<file path="src/rtl/intersection_scheduler.sv">
// intersection_scheduler: main/side road signal controller with pedestrian phase.
// Main road rests green; a side-road or pedestrian request is served after the
// minimum main green, going through yellow and all-red clearance each way.
// When both are pending, service alternates, with side first after reset.
// Optional build macro EMERGENCY_PREEMPT_EN adds the emerg input. While emerg is
// high, side green and walk are cut short, the main road is held green, and
// preempted requests stay pending.

module intersection_scheduler #(
   parameter int MAIN_MIN_GREEN = 20,
   parameter int SIDE_GREEN     = 15,
   parameter int YELLOW         = 5,
   parameter int ALL_RED        = 2,
   parameter int WALK           = 10,
   parameter int PED_CLEAR      = 4
) (
   input  logic       clk,
   input  logic       rst,
   input  logic       side_req,
   input  logic       ped_req,
`ifdef EMERGENCY_PREEMPT_EN
   input  logic       emerg,
`endif
   output logic       m_red,
   output logic       m_yellow,
   output logic       m_green,
   output logic       s_red,
   output logic       s_yellow,
   output logic       s_green,
   output logic       walk,
   output logic       dont_walk,
   output logic       side_ack,
   output logic       ped_ack,
   output logic [2:0] phase
);

   typedef enum logic [2:0] {
      MAIN_G   = 3'd0,
      MAIN_Y   = 3'd1,
      AR1      = 3'd2,
      SIDE_G   = 3'd3,
      SIDE_Y   = 3'd4,
      PED_WALK = 3'd5,
      PED_CLR  = 3'd6,
      AR2      = 3'd7
   } state_t;

   typedef enum logic {
      SRV_SIDE = 1'b0,
      SRV_PED  = 1'b1
   } served_t;

   // Last timer value of each timed phase: the phase lasts exactly DUR cycles.
   localparam logic [7:0] MIN_G_LAST  = 8'(MAIN_MIN_GREEN - 1);
   localparam logic [7:0] SIDE_G_LAST = 8'(SIDE_GREEN - 1);
   localparam logic [7:0] YEL_LAST    = 8'(YELLOW - 1);
   localparam logic [7:0] AR_LAST     = 8'(ALL_RED - 1);
   localparam logic [7:0] WALK_LAST   = 8'(WALK - 1);
   localparam logic [7:0] PCLR_LAST   = 8'(PED_CLEAR - 1);

   state_t     state;
   state_t     nxt;
   logic [7:0] timer;
   logic       pend_side;
   logic       pend_ped;
   served_t    last_served;
   logic       emg;
   logic       enter_side;
   logic       enter_ped;

`ifdef EMERGENCY_PREEMPT_EN
   assign emg = emerg;
`else
   assign emg = 1'b0;
`endif

   assign enter_side = (nxt == SIDE_G) && (state != SIDE_G);
   assign enter_ped  = (nxt == PED_WALK) && (state != PED_WALK);

   // State, phase timer, request latches and grant pulses.
   always_ff @(posedge clk) begin
      if (rst) begin
         state       <= MAIN_G;
         timer       <= 8'd0;
         pend_side   <= 1'b0;
         pend_ped    <= 1'b0;
         last_served <= SRV_PED;
         side_ack    <= 1'b0;
         ped_ack     <= 1'b0;
      end else begin
         state <= nxt;

         // Timer restarts on every state change and saturates at 255 (only
         // the open-ended main green can get that far).
         if (nxt != state)
            timer <= 8'd0;
         else if (timer != 8'hFF)
            timer <= timer + 8'd1;

         // A preempted grant is handed back as pending. Otherwise the entry
         // clear beats a request in the same cycle. During emerg a grant never
         // clears its flag, because that grant is about to be cut short.
         if (emg && state == SIDE_G)
            pend_side <= 1'b1;
         else if (enter_side && !emg)
            pend_side <= 1'b0;
         else if (side_req)
            pend_side <= 1'b1;

         if (emg && state == PED_WALK)
            pend_ped <= 1'b1;
         else if (enter_ped && !emg)
            pend_ped <= 1'b0;
         else if (ped_req)
            pend_ped <= 1'b1;

         if (enter_side && !emg)
            last_served <= SRV_SIDE;
         else if (enter_ped && !emg)
            last_served <= SRV_PED;

         // Registered so the pulse lines up with the first cycle of the grant.
         side_ack <= enter_side;
         ped_ack  <= enter_ped;
      end
   end

   // Next-state selection.
   always_comb begin
      nxt = state;
      unique case (state)
         MAIN_G:   if (!emg && timer >= MIN_G_LAST && (pend_side || pend_ped))
                      nxt = MAIN_Y;
         MAIN_Y:   if (timer == YEL_LAST) nxt = AR1;
         // Side is granted unless pedestrians are also waiting and side went last.
         AR1:      if (timer == AR_LAST)
                      nxt = (pend_side && (!pend_ped || last_served == SRV_PED))
                            ? SIDE_G : PED_WALK;
         SIDE_G:   if (emg || timer == SIDE_G_LAST) nxt = SIDE_Y;
         SIDE_Y:   if (timer == YEL_LAST) nxt = AR2;
         PED_WALK: if (emg || timer == WALK_LAST) nxt = PED_CLR;
         PED_CLR:  if (timer == PCLR_LAST) nxt = AR2;
         AR2:      if (timer == AR_LAST) nxt = MAIN_G;
         default:  nxt = MAIN_G;
      endcase
   end

   // Moore lamp decode: exactly one lamp lit per road, red unless granted.
   always_comb begin
      m_red    = 1'b1;
      m_yellow = 1'b0;
      m_green  = 1'b0;
      s_red    = 1'b1;
      s_yellow = 1'b0;
      s_green  = 1'b0;
      walk     = 1'b0;
      unique case (state)
         MAIN_G:   begin m_red = 1'b0; m_green  = 1'b1; end
         MAIN_Y:   begin m_red = 1'b0; m_yellow = 1'b1; end
         SIDE_G:   begin s_red = 1'b0; s_green  = 1'b1; end
         SIDE_Y:   begin s_red = 1'b0; s_yellow = 1'b1; end
         PED_WALK: walk = 1'b1;
         default:  ;
      endcase
      dont_walk = !walk;
      phase     = state;
   end

endmodule
</file>
<file path="config.mk">
export PLATFORM = sky130hd
export DESIGN_NAME = intersection_scheduler
export DESIGN_NICKNAME = d
export VERILOG_FILES = /design/src/rtl/intersection_scheduler.sv
export SDC_FILE = /design/constraint.sdc
export NUM_CORES = 1
export LEC_CHECK = 0
export ABC_CLOCK_PERIOD_IN_PS = 6500
export CORE_MARGIN = 2
export CORE_UTILIZATION = 25
export DETAILED_ROUTE_END_ITERATION = 8
export DONT_BUFFER_PORTS = 1
export SYNTH_ARGS = -nofsm -noshare
export SYNTH_HDL_FRONTEND = slang
export SYNTH_SLANG_ARGS = --single-unit
</file>
<file path="constraint.sdc">
create_clock -name clk -period 6.5 [get_ports clk]
set_input_delay 1.3 -clock clk [delete_from_list [all_inputs] [get_ports clk]]
set_output_delay 1.3 -clock clk [all_outputs]
set_load 0.01 [all_outputs]
</file>
# Word level (Yosys, flattened, before mapping)

Cells that the tools add are included.

Add/sub/neg operators: 1
Multiply operators: 0
Div/mod/pow operators: 0
Magnitude comparators: 1
Equality and inequality tests: 18
Shift operators: 0
Mux-type cells: 19
Bitwise operators: 0
Reduce and logical (&&, ||, !) cells: 15

Operators by type and width:

| operator                                               | count |
|---|---|
| 2-to-1 mux 3 bit                                       | 9 |
| case mux 3 bit (8 select lines)                        | 1 |
| equality test 8 x 4 -> 1 bit (second input constant)   | 2 |
| equality test 3 bit (second input constant)            | 5 |
| OR reduction 2 bit                                     | 5 |
| equality test 3 x 2 -> 1 bit (second input constant)   | 3 |
| 2-to-1 mux 1 bit                                       | 9 |
| adder 8 x 1 -> 8 bit (second input constant)           | 1 |
| equality test 8 x 1 -> 1 bit (second input constant)   | 1 |
| equality test 8 x 2 -> 1 bit (second input constant)   | 1 |
| equality test 8 x 3 -> 1 bit (second input constant)   | 1 |
| >= comparator 8 x 5 -> 1 bit (second input constant)   | 1 |
| inequality test 8 bit (second input constant)          | 1 |
| logical AND 1 bit                                      | 4 |
| equality test 3 x 1 -> 1 bit (second input constant)   | 1 |
| zero test 3 bit                                        | 1 |
| inequality test 3 x 2 -> 1 bit (second input constant) | 1 |
| inequality test 3 bit                                  | 1 |
| inequality test 3 bit (second input constant)          | 1 |
| zero test 1 bit                                        | 2 |
| logical OR 1 bit                                       | 2 |
| nonzero test 2 bit                                     | 1 |

Bits in registers: 16
Bits in latches: 0
Bits in writable memories: 0
Memory bits (read-only): 0
Output and inout bits: 13
Logic and storage cells: 61
Memories kept: 0

# Longest topological paths before layout

Gate-level depths: netlist (run 1).

Depth after elaboration: 10
Gate-level depth with buffers: 7
Gate-level depth less buffers: 7

# Least setup slack after synthesis (run 1)

OpenSTA, ideal clock, no wires.

Path kind: register to output
Start: reg state[2], in the netlist phase[2]
End: out s_red
Arrival time: 1073 ps
Path slack: 4127 ps
Cell stages (with the launch flop): 5
Path buffers: 1
Cell sequence: dfxtp_1 clkbuf_1 nand2b_1 nor2_1 nor2_1

Word-level cells in the longest chain between the ends: 3

RTL lines:

| item                                                                       | line | RTL |
|---|---|---|
| start, declared                                                            | 61   | `state_t state;` |
| start signal, assigned                                                     | 91   | `state <= nxt;` |
| equality test 3 x 2 -> 1 bit / equality test 3 bit (equally long branches) | 157  | `unique case (state)` |
| OR reduction 2 bit (no source line) *                                      | --   |  |
| 2-to-1 mux 1 bit *                                                         | 157  |  |
| end, declared                                                              | 27   | `output logic s_red,` |

Every way passes the cells marked *; elsewhere a longest branch is shown, timed or not.

# Worst setup path after layout (run 1)

Start: reg state[0], in the netlist phase[0]
End: out walk

Word-level cells in the longest chain between the ends: 2

RTL lines:

| item                | line | RTL |
|---|---|---|
| equality test 3 bit | 157  |  |
| 2-to-1 mux 1 bit    | 157  |  |
| end, declared       | 30   | `output logic walk,` |

Every way passes these cells.

==> results of run 1 <==
[worst max-delay path: stages, from the launching register on]
cell	delay [ns]
dfxtp_1	0.64
inv_1	0.18
nor2_1	0.16
nand2_1	0.14
inv_1	0.15
[power breakdown]
group / switching [mW] / internal (mW)
registers: 0.00391 / 0.101
clock network: 0.0329 / 0.0537
logic: 0.00996 / 0.00740
total: 0.0468 / 0.162
[sequential cells by signal, summed over array words and instances (netlist names)]
signal,cells
phase,3
pend_ped,1
pend_side,1
side_ack,1
last_served,1
ped_ack,1
timer,8
[routing by layer]
layer	global-route usage [%]	vias to the layer above
li1	-	464
met1	13.9	414
met2	14.9	17
met3	3.78	2
met4	3.21	0
met5	0	-
[worst max path at each step]
| stage | startpoint | to | slack [ns] | cells past startpoint |
|---|---|---|---|---|
| finish | phase[0] | walk | 3.69 | 4 |
| detailed placement | phase[0] | walk | 3.94 | 4 |
| CTS | phase[0] | walk | 3.68 | 4 |
| global route | phase[0] | walk | 3.57 | 4 |
| floorplan | phase[2] | s_red | 4.13 | 4 |
| global placement | phase[0] | walk | 4.00 | 4 |
[metrics by stage]
step | hold WS, ns | cells | total power [mW] | worst slack (ns)
final | 0.538 | 177 | 0.209 | 3.69
after global routing | 0.573 | 177 | 0.221 | 3.57
after CTS | 0.543 | 177 | 0.214 | 3.68
after detailed placement | 0.525 | 173 | 0.124 | 3.94
after global placement | 0.520 | 173 | 0.124 | 4.00
after floorplan | 0.495 | 131 | 0.121 | 4.13
[cells in the final DEF (no fill, tap or decap), types with 2 or more instances in the layout]
cell type  synthesis  layout
and3_1             3       3
inv_1              8       8
nor3_1             9       9
nand3_1            5       5
and2_1             2       2
nor2_1            20      20
o211a_1            2       2
clkbuf_8           0       4
dfxtp_1           16      16
nand2b_1           4       4
nand2_1            7       7
ha_1               4       4
o21ai_0            2       2
nor4_1             2       2
nand4_1            4       4
xor2_1             2       2
a31o_2             2       2
a21oi_1            5       5
nand3b_1           2       2
[kinds of logic (layout without fill, tap and decap cells)]
| family | after synthesis | count (layout) | synth area share, % |
|---|---|---|---|
| mux | 1 | 1 | 0.924 |
| xor+xnor | 3 | 3 | 2.43 |
| flops | 16 | 16 | 29.6 |
| buf+inv | 16 | 12 | 7.51 |
| compound gates | 27 | 27 | 24.3 |
| fa+ha+maj | 4 | 4 | 4.62 |
| simple gates | 64 | 64 | 30.7 |
[cell type report]
| type | instances | area, um2 |
|---|---|---|
| multi-input combinational | 99 | 682 |
| inverter | 8 | 30.0 |
| fill | 446 | 2940 |
| clock buffer | 4 | 55.1 |
| tap | 50 | 62.6 |
| sequential | 16 | 320 |
==> impl_metrics.ini, run 1 <==
[outcome]
outcome = finished clean

[clock_network]
cts.reportedPaths.clkPinSlew_ns = 0.06
cts.hold.buffers_added = 0
clk_latency_ns = 0.25
cts_setup_buffers = 0
clockBufferDepth = 2
tritoncts = done
htree_levels = 1
ctsRootBufferMaster = clkbuf_8
cts_resized = 0
cts_buffers = 3
cts.sinks = 16

[final_layout]
utilization_pct = 28.1
area_growth_pct = 6.12
final_net_count = 136
drive_gt1_share_pct = 10.2
stdcell_area_mm2 = 0.00115
n_antenna_cell = 0

[critical_path]
cp.required_ns = 5.20
crit_type = reg -> out
r2r_slack_ns = 4.02
worst-path-max-fanout = 13
r2r-end = timer[6]
arrival_ns = 1.51
worst-r2r-cell-count = 5
rr_startpoint = timer[7]
critPathLaunchType = register
worst_setup_path_end_kind = output pin

[routing]
routedWlPerCell_um = 13.7
top_layer_used = met4
drc = 0
dr_wl_met2_um = 1050
wirelength_um = 2430
wl_met3_um = 142
post_drt_via_cell_ratio = 5.07
drtIter0Drc = 67
ant_nets = 0
vias = 897
m1WireLength_um = 1220
first_pass_iters = 4

[sta]
tightest_slew_ns = 0.678
slew_violations = 0
setup_viol = 0
final.setup_skew_ns = 0.00125
hold_viol = 0
fmax_mhz = 355
setup_tns_ns = 0
relSlewSlack_pct = 54.4
timing.final.crit_period_ns = 2.81
rsz0062_at_grt = false
min_period_over_period_pct = 43.3

[logic_synthesis]
async_reset_ff_share_pct = 0
ys_ff_latch = 16
synth_edf_count = 0
synth_top_cell_by_area = dfxtp_1
synth.most_common_cell = nor2_1
syn_area_mm2 = 0.00108
ys.warnings.count = 0
synth_cell_types = 47
seq_area_frac_synth_pct = 29.6
synth_top_area_share_pct = 29.6
synth_common_cells = nor2_1, dfxtp_1, nor3_1
syn_inst = 131
synth_ff_type = dfxtp_1
synth_fp_nets = 139
postSynthAreaPerCell_um2 = 8.27
synth.area.top_cells = dfxtp_1, nor2_1, ha_1, nor3_1, inv_1

[global_routing]
overflow = 0
grt_pass1_wl_um = 4060
grt_pass1_vias = 795
antenna_found_initial = 0
grt_max_degree = 14
grt_usage_pct = 10.2

[placement]
port_buffers = 0
dpl.hpwl_um = 1880
globalplace.congestion = 0.788
place_area_mm2 = 0.00109

[run]
drv_cap = 0

[hold_path]
hold_class = reg -> reg
holdPathEnd = pend_ped
holdCritStartpoint = pend_ped
whs_path_depth = 1

[power_and_ir_drop]
ir_drop_mv = 0.0683
leakage_nw = 0.420
power-per-cell-area_mw_per_mm2 = 181

[floorplan]
die_h_um = 69.8
die_area_mm2 = 0.00488
die_x_um = 69.8
io_pins = 17
core.rowCount = 23
coreArea_mm2 = 0.00409
initial_core_util_pct = 26.5
Power figures use the tool's default switching activity.
==> inputs of run 2 (changes only) <==
--- a/config.mk
+++ b/config.mk
@@ -5,7 +5,7 @@
 export SDC_FILE = /design/constraint.sdc
 export NUM_CORES = 1
 export LEC_CHECK = 0
-export ABC_CLOCK_PERIOD_IN_PS = 6500
+export ABC_CLOCK_PERIOD_IN_PS = 2300
 export CORE_MARGIN = 2
 export CORE_UTILIZATION = 25
 export DETAILED_ROUTE_END_ITERATION = 8
==> constraint.sdc (replaced) <==
create_clock -name clk -period 2.3 [get_ports clk]
set_input_delay 0.46 -clock clk [delete_from_list [all_inputs] [get_ports clk]]
set_output_delay 0.46 -clock clk [all_outputs]
set_load 0.01 [all_outputs]
==> impl_metrics.ini, run 2 (same netlist as run 1, synthesis figures left out) <==
[outcome]
outcome = finished clean

[sta]
rsz0062_at_grt = false
fmax_mhz = 453
setup_tns_ns = 0
slew_violations = 0
relSlewSlack_pct = 58.2
hold_viol = 0
setup_viol = 0
timing.final.crit_period_ns = 2.21
min_period_over_period_pct = 95.9
final.setup_skew_ns = 0.00299
tightest_slew_ns = 0.625

[floorplan]
core.rowCount = 23
die_area_mm2 = 0.00488
coreArea_mm2 = 0.00409
initial_core_util_pct = 26.5
io_pins = 17
die_x_um = 69.8
die_h_um = 69.8

[critical_path]
worst_setup_path_end_kind = register
worst-path-max-fanout = 8
rr_startpoint = timer[0]
crit_type = reg -> reg
r2r_slack_ns = 0.09
arrival_ns = 2.33
cp.required_ns = 2.43
worst-r2r-cell-count = 8
r2r-end = timer[5]
critPathLaunchType = register

[power_and_ir_drop]
seq_power_share_pct = 47.5
power-per-cell-area_mw_per_mm2 = 482
comb_power_share_pct = 10.6
p_int_mw = 0.466
p_sw_mw = 0.145
power_frac_clock_pct = 41.9
p_sw_share_pct = 23.8
ir_drop_mv = 0.188
leakage_nw = 0.503

[run]
drv_cap = 0

[global_routing]
grt_pass1_wl_um = 4180
grt_max_degree = 12
overflow = 0
grt_usage_pct = 10.5
antenna_found_initial = 0
grt_pass1_vias = 867

[hold_path]
holdPathEnd = phase[1]
whs_path_depth = 1
hold_class = in -> reg
holdCritStartpoint = rst

[clock_network]
cts.reportedPaths.clkPinSlew_ns = 0.07
ctsRootBufferMaster = clkbuf_8
htree_levels = 1
clk_latency_ns = 0.25
clockBufferDepth = 2
cts.sinks = 16
cts_buffers = 3
tritoncts = done

[final_layout]
largest_reg_flops = 8
final_net_count = 152
area_growth_pct = 17.2
n_antenna_cell = 0
stdcell_area_mm2 = 0.00127
final_common_cell = nor2_1
largest_register = timer
drive_gt1_share_pct = 20.3
layout_common_cells = nor2_1, dfxtp_1, buf_4

[routing]
vias = 953
first_pass_iters = 4
ant_nets = 0
drc = 0
drtIter0Drc = 80
post_drt_via_cell_ratio = 4.94
wirelength_um = 2540
routedWlPerCell_um = 13.2

[placement]
place_area_mm2 = 0.00121
globalplace.congestion = 0.777
port_buffers = 0
dpl.hpwl_um = 2010
run 2: cell types whose count changed in the layout (fill, tap and decap cells not counted):
cell,delta
buf_4,+16
run 2: per-layer routing:
| metal | GRT usage [%] | routed length (um) | vias to the layer above |
|---|---|---|---|
| li1 | - | - | 496 |
| met1 | 13.7 | 1170 | 428 |
| met3 | 3.78 | 174 | 2 |
| met4 | 1.92 | 21 | 0 |
| met2 | 16.6 | 1170 | 27 |
| met5 | 0 | 0 | - |
run 2: how the worst max path moves through the flow:
stage	from	to	slack, ns	cells after the start
final	timer[0]	timer[5]	0.09	8
after global routing	timer[0]	timer[5]	0.01	8
after CTS	timer[0]	timer[6]	0.04	7
after detailed placement	timer[0]	timer[6]	-0.03	7
after global placement	timer[0]	timer[6]	0.03	7
after floorplan	timer[0]	timer[6]	0.14	7
run 2: power groups by stage:
| stage | clock, mW | sequential (mW) | combinational (mW) |
|---|---|---|---|
| floorplan | 0 | 0.297 | 0.0453 |
| global placement | 0 | 0.296 | 0.0639 |
| detailed placement | 0 | 0.296 | 0.0635 |
| CTS | 0.267 | 0.290 | 0.0639 |
| global route | 0.274 | 0.290 | 0.0718 |
| finish | 0.256 | 0.290 | 0.0651 |
run 2: critical path, cell delays in order, from the launching register on:
cell,delay [ns]
dfxtp_1,0.31
inv_1,0.07
ha_1,0.16
or4bb_1,0.52
a211oi_2,0.26
o311ai_2,0.18
a311oi_4,0.31
buf_4,0.21
a21oi_1,0.06
run 2: metrics by stage:
step	hold WS, ns	utilization, %	power, mW	setup WS [ns]	instances
final	0.270	31.1	0.612	0.0945	193
after global routing	0.261	31.1	0.636	0.0118	193
after CTS	0.265	30.9	0.621	0.0432	192
after detailed placement	0.521	29.5	0.360	-0.0337	188
after global placement	0.520	29.5	0.360	0.0277	188
after floorplan	0.495	-	0.342	0.139	131
run 2: area by class of cell:
| class | count | area, um2 |
|---|---|---|
| Clock buffer | 4 | 55.1 |
| Fill cell | 442 | 2820 |
| Multi-Input combinational cell | 99 | 682 |
| Inverter | 8 | 30.0 |
| Sequential cell | 16 | 320 |
| Tap cell | 50 | 62.6 |
| Timing Repair Buffer | 16 | 120 |
run 2: timing repair:
action,CTS,global route
cloned,0,0
resized for setup,0,0
hold buffers,0,0
endpoints found under the setup margin,8,8
pin swaps,1,2
buffers inserted,0,1
